==> src/rtl/ahb_arb_pkg.sv <==
// Shared AHB encodings and arbiter state for the round-robin bus arbiter.
package ahb_arb_pkg;

    typedef enum logic [1:0] {
        HT_IDLE   = 2'd0,
        HT_BUSY   = 2'd1,
        HT_NONSEQ = 2'd2,
        HT_SEQ    = 2'd3
    } htrans_e;

    typedef enum logic [2:0] {
        HB_SINGLE = 3'd0,
        HB_INCR   = 3'd1,
        HB_WRAP4  = 3'd2,
        HB_INCR4  = 3'd3,
        HB_WRAP8  = 3'd4,
        HB_INCR8  = 3'd5,
        HB_WRAP16 = 3'd6,
        HB_INCR16 = 3'd7
    } hburst_e;

    typedef enum logic [1:0] {
        HR_OKAY  = 2'd0,
        HR_ERROR = 2'd1,
        HR_RETRY = 2'd2,
        HR_SPLIT = 2'd3
    } hresp_e;

    typedef enum logic [1:0] {
        ARB   = 2'd0,
        BURST = 2'd1,
        LOCK  = 2'd2
    } arb_state_e;

    localparam int BEAT_W = 4;

    // Undefined-length bursts (SINGLE/INCR) report 1 so they never freeze the grant.
    function automatic logic [4:0] burst_beats(hburst_e b);
        case (b)
            HB_WRAP4,  HB_INCR4:  burst_beats = 5'd4;
            HB_WRAP8,  HB_INCR8:  burst_beats = 5'd8;
            HB_WRAP16, HB_INCR16: burst_beats = 5'd16;
            default:              burst_beats = 5'd1;
        endcase
    endfunction

endpackage

==> src/rtl/ahb_rr_picker.sv <==
// Rotating-priority encoder: first eligible index strictly after last_i, wrapping.
module ahb_rr_picker #(
    parameter int N = 3,
    parameter int W = 4
) (
    input  logic [N-1:0] elig_i,
    input  logic [W-1:0] last_i,
    output logic [N-1:0] onehot_o,
    output logic [W-1:0] idx_o,
    output logic         found_o
);

    always_comb begin
        onehot_o = '0;
        idx_o    = '0;
        found_o  = 1'b0;
        for (int k = 1; k <= N; k++) begin
            for (int i = 0; i < N; i++) begin
                if (!found_o && elig_i[i] && (i == (int'(last_i) + k) % N)) begin
                    found_o     = 1'b1;
                    onehot_o[i] = 1'b1;
                    idx_o       = W'(i);
                end
            end
        end
    end

endmodule

==> src/rtl/ahb_rr_arbiter_n.sv <==
// N-master AHB arbiter: round-robin grant, fixed-burst freeze, locked transfers, SPLIT masking.
module ahb_rr_arbiter_n
    import ahb_arb_pkg::*;
#(
    parameter int NUM_MASTERS = 3,
    parameter int HMASTER_W   = 4,
    parameter int DEF_MASTER  = 0
) (
    input  logic                   HCLK_i,
    input  logic                   HRESET_i,
    input  logic [NUM_MASTERS-1:0] HBUSREQ_i,
    input  logic [NUM_MASTERS-1:0] HLOCK_i,
    input  logic [1:0]             HTRANS_i,
    input  logic [2:0]             HBURST_i,
    input  logic                   HREADY_i,
    input  logic [1:0]             HRESP_i,
    input  logic [NUM_MASTERS-1:0] HSPLIT_i,
    output logic [NUM_MASTERS-1:0] HGRANT_o,
    output logic [HMASTER_W-1:0]   HMASTER_o,
    output logic                   HMASTLOCK_o
);

    localparam logic [NUM_MASTERS-1:0] DEF_OH  = {{(NUM_MASTERS-1){1'b0}}, 1'b1} << DEF_MASTER;
    localparam logic [HMASTER_W-1:0]   DEF_IDX = HMASTER_W'(DEF_MASTER);

    arb_state_e             state_q;
    logic [NUM_MASTERS-1:0] grant_q, split_q, split_d, split_set;
    logic [HMASTER_W-1:0]   gidx_q, last_q, hmaster_q;
    logic                   hmastlock_q;
    logic [BEAT_W-1:0]      beat_q;

    logic [NUM_MASTERS-1:0] elig, pick_oh, nxt_oh;
    logic [HMASTER_W-1:0]   pick_idx, nxt_idx;
    logic                   pick_found, fixed_burst, resp_first, lock_cur, lock_nxt;

    assign elig = HBUSREQ_i & ~split_q;

    ahb_rr_picker #(.N(NUM_MASTERS), .W(HMASTER_W)) u_picker (
        .elig_i   (elig),
        .last_i   (last_q),
        .onehot_o (pick_oh),
        .idx_o    (pick_idx),
        .found_o  (pick_found)
    );

    // Nobody eligible: park on the default master even if it is split-masked.
    assign nxt_oh      = pick_found ? pick_oh  : DEF_OH;
    assign nxt_idx     = pick_found ? pick_idx : DEF_IDX;
    assign fixed_burst = (burst_beats(hburst_e'(HBURST_i)) != 5'd1);
    assign resp_first  = !HREADY_i && (HRESP_i != HR_OKAY);
    assign lock_cur    = |(HLOCK_i & grant_q);
    assign lock_nxt    = |(HLOCK_i & nxt_oh);

    // A resume pulse beats a SPLIT landing on the same master in the same cycle.
    always_comb begin
        split_set = '0;
        for (int i = 0; i < NUM_MASTERS; i++) begin
            split_set[i] = resp_first && (HRESP_i == HR_SPLIT) &&
                           (hmaster_q != DEF_IDX) && (hmaster_q == HMASTER_W'(i));
        end
        split_d = (split_q | split_set) & ~HSPLIT_i;
    end

    always_ff @(posedge HCLK_i) begin
        if (HRESET_i) begin
            state_q     <= ARB;
            grant_q     <= DEF_OH;
            gidx_q      <= DEF_IDX;
            last_q      <= DEF_IDX;
            hmaster_q   <= DEF_IDX;
            hmastlock_q <= 1'b0;
            split_q     <= '0;
            beat_q      <= '0;
        end else begin
            split_q <= split_d;
            if (resp_first) begin
                state_q <= ARB;
                beat_q  <= '0;
            end else if (HREADY_i) begin
                hmaster_q   <= gidx_q;
                hmastlock_q <= lock_cur;
                case (state_q)
                    ARB: begin
                        if (HTRANS_i == HT_NONSEQ && fixed_burst) begin
                            beat_q  <= BEAT_W'(burst_beats(hburst_e'(HBURST_i)) - 5'd1);
                            state_q <= BURST;
                        end else begin
                            grant_q <= nxt_oh;
                            gidx_q  <= nxt_idx;
                            last_q  <= nxt_idx;
                            if (lock_nxt) state_q <= LOCK;
                        end
                    end
                    // Leave one beat early so the next grant lines up with the final address.
                    BURST: begin
                        if (HTRANS_i == HT_SEQ) begin
                            beat_q <= beat_q - 1'b1;
                            if (beat_q <= BEAT_W'(2)) state_q <= ARB;
                        end
                    end
                    LOCK: begin
                        if (!lock_cur) state_q <= ARB;
                    end
                    default: state_q <= ARB;
                endcase
            end
        end
    end

    assign HGRANT_o    = grant_q;
    assign HMASTER_o   = hmaster_q;
    assign HMASTLOCK_o = hmastlock_q;

endmodule

==> config.mk <==
export PLATFORM = sky130hd
export DESIGN_NAME = ahb_rr_arbiter_n
export DESIGN_NICKNAME = d
export VERILOG_FILES = /design/src/rtl/ahb_arb_pkg.sv /design/src/rtl/ahb_rr_picker.sv /design/src/rtl/ahb_rr_arbiter_n.sv
export SDC_FILE = /design/constraint.sdc
export NUM_CORES = 1
export LEC_CHECK = 0
export ABC_AREA = 1
export BUFFER_PORTS_ARGS = -buffer_cell sky130_fd_sc_hd__buf_2
export CAP_MARGIN = 15
export CELL_PAD_IN_SITES_DETAIL_PLACEMENT = 1
export CELL_PAD_IN_SITES_GLOBAL_PLACEMENT = 2
export CORE_AREA = 5 5 104 106
export DETAILED_ROUTE_END_ITERATION = 6
export DIE_AREA = 0 0 109 111
export MAX_ROUTING_LAYER = met4
export PLACE_DENSITY = 0.83
export SKIP_CTS_REPAIR_TIMING = 1
export SYNTH_ARGS = -nofsm -noshare
export SYNTH_HDL_FRONTEND = slang
export SYNTH_HIERARCHICAL = 1
export SYNTH_SLANG_ARGS = --single-unit
==> constraint.sdc <==
create_clock -name HCLK_i -period 6.1 [get_ports HCLK_i]
set_input_delay 0.915 -clock HCLK_i [delete_from_list [all_inputs] [get_ports HCLK_i]]
set_output_delay 0.915 -clock HCLK_i [all_outputs]
set_load 0.03 [all_outputs]
Word-level counts from Yosys, hierarchy flattened. Cells that the tools add are included. Widths: inputs -> output; s select.

Register bits after elaboration: 21. Input port bits: 19. Word-level logic and storage cells: 143.

$add $sub $neg: 5. Div/mod/pow operators: 3. $lt $le $gt $ge: 1. Equality and inequality tests: 25. Multiplexer cells: 42. Bitwise operators: 9. Reductions and logical operators: 51.

Operators with widths (count): $eq 2x32->1 const A (3); $eq 3x32->1 const A (3); $logic_not 32->1 (3); $mod 32x3->32 const B (3); $mux 4 (8); $logic_and 1x1->1 (24); $mux 2 (12); $mux 1 (18); $pmux 5 s3 (1); $and 3x3->3 (4); $eq 3x3->1 const B (4); $add 4x2->5 const B (2); $logic_not 1->1 (9); $eq 2x2->1 const B (4); $ne 2x2->1 const B (4); $pmux 4 s2 (1); $reduce_and 4->1 (2); $reduce_or 2->1 (4); $sub 4x1->4 const B (2); $eq 3x2->1 const B (2); $not 3->3 (2); $pmux 2 s3 (1); $reduce_or 3->1 (2); $add 4x1->5 const B (1); 15 further kinds (17).

Logic depth before layout (Yosys ltp). Gate-level depths: netlist of run 1.

Depth after elaboration: 43. Depth in mapped cells: 42. Gate-level depth less buffers: 42.

By module. The synthesis of run 1 kept the hierarchy.

Modules (own cells, without submodules): ahb_rr_picker (instances 1, cells an instance 361, area an instance 2047.0 um2); ahb_rr_arbiter_n (instances 1, cells an instance 163, area an instance 1072.3 um2).

Worst setup path before layout of run 1. No wires, ideal clock.

Path type: register to register. Start point: register last_q[1]. End point: register state_q[1]. Arrival: 4302 ps. Data required time: 5987 ps. Setup slack: 1685 ps. Cell stages (with the launch flop): 40. Path buffers: 1. Path through: dfxtp_1 > inv_1 > ha_1 > a21oi_1 > inv_1 > nand2_1 > nand2_1 > ha_1 > inv_1 > nand2_2 > nand2_1 > o21ai_2 > inv_1 > o21ai_1 > and2_1 > ha_1 > inv_1 > nand4_2 > [... 4 more ...] > ha_1 > inv_1 > xor2_1 > o21ai_1 > o21ai_1 > nor2_2 > nand2_1 > nand4_1 > buf_2 > nand2_1 > nand2_1 > nand2_1 > inv_1 > nand3_1 > nand2_2 > nand2_1 > nand2_1 > nor2_1.

Cells in the longest elaborated chain, start to end: 42.

Ends and longest elaborated chain: start, declared (line ahb_rr_arbiter_n.sv:28) `logic [HMASTER_W-1:0] gidx_q, last_q, hmaster_q;`; start signal, assigned (line ahb_rr_arbiter_n.sv:90) `last_q <= nxt_idx;`; $add 4x1->5 (line ahb_rr_picker.sv:19) `if (!found_o && elig_i[i] && (i == (int'(last_i) + k) % N)) begin`; $mod 32x3->32 (line ahb_rr_picker.sv:19); $logic_not 32->1 (line ahb_rr_picker.sv:19); $logic_and 1x1->1 (line ahb_rr_picker.sv:19); $mux 1 (line ahb_rr_picker.sv:19); $logic_not 1->1 (line ahb_rr_picker.sv:19); $logic_and 1x1->1 (2 in a row) (line ahb_rr_picker.sv:19); $mux 1 (line ahb_rr_picker.sv:19); [... 25 more ...]; $logic_and 1x1->1 (2 in a row) (line ahb_rr_picker.sv:19); $mux 1 (*) (line ahb_rr_picker.sv:19); named net pick_found (line ahb_rr_arbiter_n.sv:34) `logic pick_found, fixed_burst, resp_first, lock_cur, lock_nxt;`; $mux 3 (*) (line ahb_rr_arbiter_n.sv:47) `assign nxt_oh = pick_found ? pick_oh : DEF_OH;`; $and 3x3->3 (*) (line ahb_rr_arbiter_n.sv:52) `assign lock_nxt = |(HLOCK_i & nxt_oh);`; $reduce_or 3->1 (*) (line ahb_rr_arbiter_n.sv:52); $ne 3x3->1 (no line) (*); $reduce_and 5->1 (no line) (*); end signal, assigned (line ahb_rr_arbiter_n.sv:66) `state_q <= ARB;`; end signal, assigned (line ahb_rr_arbiter_n.sv:77) `state_q <= ARB;`; end signal, assigned (line ahb_rr_arbiter_n.sv:86) `state_q <= BURST;`; end, declared (line ahb_rr_arbiter_n.sv:26) `arb_state_e state_q;`.

Mark *: on every way through the listed nets, which the timed path passes. The rest lies on a longest branch. A chain may end at the register's enable or synchronous reset.

Worst setup path in the final report of run 1.
Start point: register last_q[1]. End point: register state_q[0].

The elaborated chain is that of the path after synthesis.

==> key figures, run 1 <==
Clock tree
  • Reg clk slew, reported paths: about 0.090 ns
  • CTS root buffer: clkbuf_8
  • CTS Buf Count: 3
  • Max H-tree Level: 1
  • CTS tree: done
  • Clock Latency Late Sink: 0.27 ns
  • Longest Clk Path Bufs: 2
  • Number of sinks on the clock net: 21

Timing
  • RSZ-0062 raised after global routing: no
  • Final setup viols: 0
  • Skew final: about 0.0031 ns
  • Final hold viol count: 0
  • Achievable clock frequency: ~0.19 GHz
  • Slew Viols, Final: 0
  • Setup ws final: 0.836 ns
  • Setup Total Neg Slack: 0 ns
  • Min Tclk post-route: between 5 and 6 ns
  • Period utilization: about 86%

Floorplanning
  • Die Wd: between 100 and 150 um
  • Io pins: 27
  • Core area: slightly below 10000 um^2
  • Num rows: 36
  • Total die area: approximately 12000 um^2
  • Die height: around 110 um
  • Starting Density: roughly 32%

Placed design
  • Placed cell areas: ~3400 um^2
  • Pre-CTS WS: roughly 0.69 ns
  • GP Congestion: about 0.81
  • Post-DP HPWL: 7320 um
  • Port Buffers: 25

Yosys
  • Post-synth cell types: 38
  • Share of the synthesized area in the top cell type: roughly 17%
  • Synth area leaders: nand2_1 17%, dfxtp_1 13%, inv_1 8.7%
  • Post-synthesis sequential area ratio: 13.5%
  • Area leader, netlist: nand2_1
  • Synthesized area: around 3100 um^2
  • Syn_area_per_cell: between 5 and 6 um^2
  • Cells after Synth: 524
  • Total number of yosys warnings: 6
  • Yosys reg bits: 21

Detailed routing
  • Iteration-0 DRC Markers: 102
  • Vias: ~3300
  • Drt drc: 0
  • Drt wl/cell: ~12 um
  • DRT antenna net count: 0
  • Post-Route WL: around 8400 um
  • Vias per inst: ~4.8
  • 1st-pass router iterations: 4

Run
  • Max-cap violations: 0

Global routing
  • Largest net degree at the start of global routing: 14
  • Grt ovf: 0
  • Total GRT Usage: between 10% and 20%
  • Vias in the first global route: 3339
  • First-pass GRT wire length: roughly 15000 um
  • Initial antenna violation count: 0

Cells and area
  • Nets: approximately 590
  • Final Cell Area: approximately 3500 um^2
  • ANT cells: 0
  • Fillers: 1328
  • Commonest cells after routing, fill and taps aside: 139 x nand2_1, 72 x inv_1, 54 x nand3_1
  • Ratio of cells with drive above 1 in the final layout: between 20% and 30%
  • Most common cell after layout, fill and taps aside: nand2_1
  • Area Growth Syn to Fin: 10.7%

Setup path
  • Worst path max stage delay: between 0.4 and 0.5 ns
  • Most common cell on crit path: nand2_1
  • Arr. time, crit path: about 5.5 ns
  • WS Path Type: flip-flop to flip-flop
  • CP endpoint kind: flip-flop
  • Worst EP required: between 6 and 7 ns
  • Worst path top cell family by delay: simple AND/OR/NAND/NOR gates
  • CP Max Fanout: 10
  • WP buf/inv: 9
  • CP max stage cell: dfxtp_2
  • CP Launch Type: flip-flop

Min path
  • Worst hold path type: flip-flop to flip-flop

Run status
  • Status: complete, no violations

Power
  • Power Dens Cells: between 400 and 500 nW/um^2
  • Leak Pwr: roughly 1.9 nW
  • Peak VDD IR: roughly 0.17 mV
==> state kept, by name (all words and copies together), names as in the netlist <==
register,cells
split_q,3
beat_q,4
HMASTLOCK_o,1
state_q,2
last_q,4
HGRANT_o,3
HMASTER_o,4
==> worst min-delay path, delay by kind of cell, from the launching register on <==
family | cells | cell delay, ns
DFF | 1 | 0.32
and+or+nand+nor | 2 | 0.10
==> layout make-up <==
| cell class | instances | area (um^2) | area share [%] |
|---|---|---|---|
| clock inverter | 1 | 7.51 | 0.217 |
| timing repair buffer | 27 | 140 | 4.06 |
| sequential | 21 | 422 | 12.2 |
| multi-input combinational | 412 | 2350 | 67.9 |
| inverter | 88 | 332 | 9.60 |
| tap | 133 | 166 | 4.82 |
| clock buffer | 3 | 41.3 | 1.20 |
==> kinds of logic (layout without fill, tap and decap cells) <==
logic type      count (synthesis)  in the layout  synth area share, %
simple gates                  327            327                 54.4
buf+inv                        92            119                 11.4
compound gates                 56             56                 10.6
flops                          21             21                 13.5
fa+ha+maj                      19             19                 7.62
xor+xnor                        5              5                 1.40
mux                             3              3                0.963
other cells                     1              2                0.120
==> worst paths after layout <==
check                                       startpoint                      end  slack (ns)  depth (start not counted)
worst max-delay path            last_q[1]$_SDFFE_PP0P_  state_q[0]$_SDFFE_PP0P_        0.84                         37
worst min-delay path             split_q[0]$_SDFF_PP0_    split_q[0]$_SDFF_PP0_        0.46                          2
worst max register to register  last_q[1]$_SDFFE_PP0P_  state_q[0]$_SDFFE_PP0P_        0.84                         37
worst min register to register   split_q[0]$_SDFF_PP0_    split_q[0]$_SDFF_PP0_        0.46                          2
==> per-stage QoR <==
step / std cells / util, % / hold WS, ns / power, mW
3_3_place_gp: 681 / 35.2 / 0.429 / 1.37
2_1_floorplan: 525 / - / 0.419 / 1.18
6_report: 685 / 35.7 / 0.457 / 1.50
3_5_place_dp: 681 / 35.2 / 0.449 / 1.41
5_1_grt: 685 / 35.7 / 0.500 / 1.70
4_1_cts: 685 / 35.7 / 0.462 / 1.51
==> metal layers <==
| metal | part of all wire [%] | GRT usage [%] | vias up | wire (um) |
|---|---|---|---|---|
| met2 | 51 | 26.5 | 14 | 4230 |
| li1 | - | - | 1727 | - |
| met3 | 0.69 | 0.874 | 4 | 58 |
| met1 | 49 | 18.8 | 1534 | 4060 |
| met4 | 0.14 | 1.77 | 0 | 12 |
| met5 | 0 | - | - | 0 |
==> power by group <==
group	switching [mW]	internal (mW)	leakage [nW]	total (mW)
sequential	0.0200	0.153	0.172	0.173
combinational	0.825	0.406	1.66	1.23
clock	0.0533	0.0463	0.0217	0.0996
total	0.899	0.605	1.85	1.50
==> cell usage after synthesis <==
master / count
nand2_2: 19
inv_1: 72
dfxtp_1: 21
o21ai_0: 11
inv_2: 14
nor2_2: 7
a21oi_1: 18
and2_1: 2
o21ai_1: 13
nand2_1: 139
a31oi_1: 3
clkinv_1: 1
nor2b_1: 1
nor3_1: 4
ha_1: 19
or2_2: 3
nand3_2: 8
clkinv_2: 1
a21oi_2: 3
o21bai_1: 2
nor2_4: 10
nand2_4: 8
nand4_2: 2
nand4_4: 1
mux2i_1: 3
nand3_4: 4
o21ai_4: 1
xor2_1: 5
o21ai_2: 3
nor2_1: 52
nand3_1: 54
conb_1: 1
nor3_2: 2
o211ai_1: 1
o21bai_2: 1
buf_2: 2
buf_4: 2
nand4_1: 11
Note: power is estimated with default switching activity, not from simulation.
==> inputs of run 2 (changes only) <==
--- a/config.mk
+++ b/config.mk
@@ -10,11 +10,11 @@
 export CAP_MARGIN = 15
 export CELL_PAD_IN_SITES_DETAIL_PLACEMENT = 1
 export CELL_PAD_IN_SITES_GLOBAL_PLACEMENT = 2
-export CORE_AREA = 5 5 104 106
+export CORE_AREA = 5 5 101 103
 export DETAILED_ROUTE_END_ITERATION = 6
-export DIE_AREA = 0 0 109 111
+export DIE_AREA = 0 0 106 108
 export MAX_ROUTING_LAYER = met4
-export PLACE_DENSITY = 0.83
+export PLACE_DENSITY = 0.87
 export SKIP_CTS_REPAIR_TIMING = 1
 export SYNTH_ARGS = -nofsm -noshare
 export SYNTH_HDL_FRONTEND = slang
==> constraint.sdc (replaced) <==
create_clock -name HCLK_i -period 6.8 [get_ports HCLK_i]
set_input_delay 1.02 -clock HCLK_i [delete_from_list [all_inputs] [get_ports HCLK_i]]
set_output_delay 1.02 -clock HCLK_i [all_outputs]
set_load 0.03 [all_outputs]
==> key figures, run 2 (same netlist as run 1, synthesis figures left out) <==
Power
  • Clk pwr share: roughly 6.2%
  • Portion of total power attributed to combinational logic: about four fifths
  • Reg power frac: about an eighth
  • Leak Pwr: 1.85 nW
  • Peak VDD IR: between 0.1 and 0.15 mV
  • Sw frac: around three fifths
  • Psw: approximately 0.8 mW
  • Pint: ~0.54 mW
  • Power Dens Cells: roughly 400 nW/um^2

Global routing
  • Total GRT Usage: between 15 and 20%
  • Initial antenna violation count: 0
  • First-pass GRT wire length: 14400 um
  • Largest net degree at the start of global routing: 14
  • Vias in the first global route: ~3300
  • Grt ovf: 0

Min path
  • Hold Crit Endpoint: split_q[0]$_SDFF_PP0_
  • Worst Hold Launch: split_q[0]$_SDFF_PP0_
  • Worst hold path type: flip-flop to flip-flop
  • Worst Hold Path Cells: 2

Detailed routing
  • Drt wl/cell: 12.2 um
  • DRT antenna net count: 0
  • Vias per inst: 4.84
  • Drt drc: 0
  • Iteration-0 DRC Markers: 88
  • 1st-pass router iterations: 4
  • Post-Route WL: between 8000 and 9000 um
  • Vias: 3204

Floorplanning
  • Core area: 9110 um^2
  • Total die area: between 10000 and 15000 um^2
  • Die height: 108 um
  • Die Wd: approximately 110 um
  • Num rows: 35
  • Io pins: 27
  • Starting Density: between 30 and 40%

Clock tree
  • CTS root buffer: clkbuf_8
  • CTS tree: done
  • Max H-tree Level: 1
  • Clock Latency Late Sink: between 0.2 and 0.3 ns
  • Longest Clk Path Bufs: 2
  • Reg clk slew, reported paths: 0.08 ns
  • Number of sinks on the clock net: 21
  • CTS Buf Count: 3

Cells and area
  • ANT cells: 0
  • Fin cells: ~660
  • Commonest cells after routing, fill and taps aside: 139 x nand2_1, 72 x inv_1, 54 x nand3_1
  • Ratio of cells with drive above 1 in the final layout: approximately a fifth
  • Area Growth Syn to Fin: 9.47%
  • Most common cell after layout, fill and taps aside: nand2_1
  • Final Util: ~37%
  • Final Cell Area: between 3000 and 4000 um^2
  • Nets: 590
  • Fillers: approximately 1300

Timing
  • Period utilization: around four fifths
  • Min Tclk post-route: 5.46 ns
  • Final hold viol count: 0
  • Slew Viols, Final: 0
  • Achievable clock frequency: approximately 0.18 GHz
  • Skew final: about 0.00066 ns
  • Final setup viols: 0
  • Setup Total Neg Slack: 0 ns
  • RSZ-0062 raised after global routing: no

Setup path
  • CP max stage cell: dfxtp_1
  • CP Launch Type: flip-flop
  • R2r endpoint: state_q[1]$_SDFFE_PP0P_
  • Most common cell on crit path: nand2_1
  • WP buf/inv: 9
  • Worst path top cell family by delay: simple AND/OR/NAND/NOR gates
  • CP Max Fanout: 10
  • WS Path Type: flip-flop to flip-flop
  • Worst reg2reg setup slack: 1.34 ns
  • Worst path max stage delay: 0.58 ns
  • Worst r2r src: last_q[1]$_SDFFE_PP0P_
  • Arr. time, crit path: 5.62 ns
  • CP endpoint kind: flip-flop
  • R2R cell count: 36
  • Worst EP required: 6.96 ns

Placed design
  • Placed cell areas: around 3400 um^2
  • GP Congestion: a little under 0.8
  • Placed cell count: 658
  • Port Buffers: 25
  • Post-DP HPWL: between 7000 and 8000 um

Run status
  • Status: complete, no violations

Run
  • Max-cap violations: 0
## run 2: per-stage QoR
stage,power [mW],hold slack [ns],setup slack (ns)
after detailed placement,1.25,0.437,1.33
after global placement,1.23,0.429,1.49
after CTS,1.34,0.455,1.31
after floorplan,1.06,0.419,2.39
after global routing,1.50,0.480,0.626
final,1.33,0.452,1.34
## run 2: worst max-delay path by stage
stage | start | to | cells past startpoint
finish | last_q[1]$_SDFFE_PP0P_ | state_q[1]$_SDFFE_PP0P_ | 36
global route | last_q[1]$_SDFFE_PP0P_ | state_q[0]$_SDFFE_PP0P_ | 35
CTS | last_q[1]$_SDFFE_PP0P_ | state_q[1]$_SDFFE_PP0P_ | 36
detailed placement | last_q[1]$_SDFFE_PP0P_ | state_q[1]$_SDFFE_PP0P_ | 36
global placement | last_q[1]$_SDFFE_PP0P_ | state_q[1]$_SDFFE_PP0P_ | 35
floorplan | last_q[1]$_SDFFE_PP0P_ | state_q[1]$_SDFFE_PP0P_ | 39
## run 2: cell type report
cell class | count | area [um^2] | area share (%)
Clock buffer | 4 | 45.0 | 1.32
Inverter | 88 | 332 | 9.71
Multi-Input combinational cell | 412 | 2350 | 68.7
Sequential cell | 21 | 420 | 12.3
Tap cell | 111 | 139 | 4.07
Timing Repair Buffer | 26 | 133 | 3.88
## run 2: power groups by stage
stage / clock network, mW / logic [mW] / registers (mW)
floorplan: 0 / 0.890 / 0.169
global placement: 0 / 1.07 / 0.161
detailed placement: 0 / 1.09 / 0.161
CTS: 0.0857 / 1.10 / 0.159
global route: 0.0920 / 1.25 / 0.161
finish: 0.0829 / 1.09 / 0.158
## run 2: worst reg2reg max path: cells and delay by family, from the launching register on
kind | cells | cell delay [ns]
buffers and inverters | 9 | 0.96
adder cells (fa/ha/maj) | 4 | 0.98
multiplexers | 1 | 0.18
flip-flops | 1 | 0.58
AND/OR/NAND/NOR | 18 | 1.99
AO/OA/AOI/OAI | 3 | 0.59
XOR/XNOR | 1 | 0.09
## run 2: per-layer routing
layer  up-vias  wire (um)  track usage (%)
li1       1716          -                -
met1      1475       3780             18.1
met2        11       4180             28.9
met3         2         75             1.07
met4         0         31             1.67
met5         -          0                -
==> inputs of run 3 (changes only) <==
--- a/config.mk
+++ b/config.mk
@@ -10,11 +10,11 @@
 export CAP_MARGIN = 15
 export CELL_PAD_IN_SITES_DETAIL_PLACEMENT = 1
 export CELL_PAD_IN_SITES_GLOBAL_PLACEMENT = 2
-export CORE_AREA = 5 5 101 103
+export CORE_AREA = 5 5 104 106
 export DETAILED_ROUTE_END_ITERATION = 6
-export DIE_AREA = 0 0 106 108
+export DIE_AREA = 0 0 109 111
 export MAX_ROUTING_LAYER = met4
-export PLACE_DENSITY = 0.87
+export PLACE_DENSITY = 0.83
 export SKIP_CTS_REPAIR_TIMING = 1
 export SYNTH_ARGS = -nofsm -noshare
 export SYNTH_HDL_FRONTEND = slang
==> constraint.sdc (replaced) <==
create_clock -name HCLK_i -period 5.2 [get_ports HCLK_i]
set_input_delay 0.78 -clock HCLK_i [delete_from_list [all_inputs] [get_ports HCLK_i]]
set_output_delay 0.78 -clock HCLK_i [all_outputs]
set_load 0.03 [all_outputs]
==> key figures, run 3 (same netlist as run 1, synthesis figures left out) <==
Detailed routing
  • Post-Route WL: around 8700 um
  • Drt wl/cell: between 10 and 15 um
  • Vias per inst: roughly 4.8
  • Drt drc: 0
  • Vias: between 3000 and 4000
  • Iteration-0 DRC Markers: just under 90
  • DRT antenna net count: 0
  • 1st-pass router iterations: 4

Setup path
  • Worst reg2reg setup slack: ~0.53 ns
  • R2r endpoint: state_q[1]$_SDFFE_PP0P_
  • CP Max Fanout: 7
  • CP endpoint kind: flip-flop
  • R2R cell count: 39
  • Most common cell on crit path: nand2_1
  • Arr. time, crit path: 4.89 ns
  • CP Launch Type: flip-flop
  • CP max stage cell: dfxtp_4
  • Worst path max stage delay: slightly above 0.4 ns
  • Worst r2r src: last_q[1]$_SDFFE_PP0P_
  • WS Path Type: flip-flop to flip-flop
  • Worst EP required: ~5.4 ns

Min path
  • Worst Hold Launch: split_q[0]$_SDFF_PP0_
  • Worst Hold Path Cells: 2
  • Worst hold path type: flip-flop to flip-flop
  • Hold Crit Endpoint: split_q[0]$_SDFF_PP0_

Timing
  • Min Tclk post-route: 4.67 ns
  • Period utilization: between 80% and 90%
  • Skew final: between 0.007 and 0.008 ns
  • WHS: about 0.44 ns
  • Slew Viols, Final: 0
  • Setup ws final: between 0.5 and 0.6 ns
  • Final hold viol count: 0
  • Achievable clock frequency: 0.214 GHz
  • Setup Total Neg Slack: 0 ns
  • Final setup viols: 0

Cells and area
  • Fin cells: just under 700
  • Final Cell Area: between 3000 and 4000 um^2
  • Nets: 600
  • Commonest cells after routing, fill and taps aside: 138 x nand2_1, 68 x inv_1, 54 x nand3_1
  • Register area: between 400 and 500 um^2
  • Final Util: a little under two fifths
  • Most common cell after layout, fill and taps aside: nand2_1
  • Ratio of cells with drive above 1 in the final layout: 25.0%
  • ANT cells: 0
  • Area Growth Syn to Fin: 14.6%
  • Fillers: 1300
  • Area of the multi-input gates: roughly 2400 um^2

Global routing
  • Largest net degree at the start of global routing: 14
  • Total GRT Usage: between 10% and 20%
  • Initial antenna violation count: 0
  • First-pass GRT wire length: 15300 um
  • Vias in the first global route: about 3400
  • Grt ovf: 0

Power
  • Power Dens Cells: approximately 530 nW/um^2
  • Peak VDD IR: between 0.2 and 0.25 mV
  • Leak Pwr: about 1.9 nW
  • Total power: approximately 1.9 mW

Placed design
  • Placed cell areas: ~3500 um^2
  • Pre-CTS WS: about 0.19 ns
  • Placed cell count: around 700
  • Port Buffers: 25
  • Post-DP HPWL: between 7000 and 8000 um
  • GP Congestion: about 0.80

Clock tree
  • CTS Buf Count: 3
  • Number of sinks on the clock net: 21
  • CTS root buffer: clkbuf_8
  • Clock Latency Late Sink: 0.28 ns
  • CTS tree: done
  • Reg clk slew, reported paths: approximately 0.090 ns
  • Longest Clk Path Bufs: 2
  • Max H-tree Level: 1

Floorplanning
  • Num rows: 36
  • Starting Density: around a third
  • Die Wd: 109 um
  • Total die area: between 10000 and 15000 um^2
  • Core area: between 9000 and 10000 um^2
  • Io pins: 27
  • Die height: approximately 110 um

Run
  • Max-cap violations: 0

Run status
  • Status: complete, no violations
-- run 3: worst max path at each step --
| stage | startpoint | to |
|---|---|---|
| floorplan | last_q[1]$_SDFFE_PP0P_ | state_q[1]$_SDFFE_PP0P_ |
| global placement | last_q[1]$_SDFFE_PP0P_ | state_q[1]$_SDFFE_PP0P_ |
| detailed placement | last_q[1]$_SDFFE_PP0P_ | state_q[1]$_SDFFE_PP0P_ |
| CTS | last_q[1]$_SDFFE_PP0P_ | state_q[1]$_SDFFE_PP0P_ |
| global route | last_q[1]$_SDFFE_PP0P_ | state_q[0]$_SDFFE_PP0P_ |
| finish | last_q[1]$_SDFFE_PP0P_ | state_q[1]$_SDFFE_PP0P_ |
-- run 3: worst max-delay path: cells and delay by family, from the launching register on --
family	cells	cell delay, ns
muxes	1	0.27
adders and majority gates	4	0.78
and+or+nand+nor	26	2.48
buffers and inverters	8	0.65
DFF	1	0.41
-- run 3: layer usage --
metal / vias to the layer above / routed length (um) / part of all wire (%) / GRT usage, %
met3: 2 / 106 / 1.2 / 1.28
met5: - / 0 / 0 / -
met1: 1537 / 4070 / 47 / 19.2
met4: 0 / 11 / 0.13 / 1.35
met2: 24 / 4530 / 52 / 27.3
li1: 1742 / - / - / -
-- run 3: power breakdown --
group	total (mW)	internal, mW	switching [mW]
Sequential	0.203	0.180	0.0225
Clock	0.119	0.0544	0.0643
Combinational	1.59	0.567	1.02
-- run 3: area by class of cell --
class | instances | share of cell area [%]
Clock buffer | 3 | 1.15
Clock inverter | 1 | 0.210
Inverter | 88 | 9.27
Multi-Input combinational cell | 412 | 66.9
Sequential cell | 21 | 12.0
Tap cell | 133 | 4.65
Timing Repair Buffer | 36 | 5.81
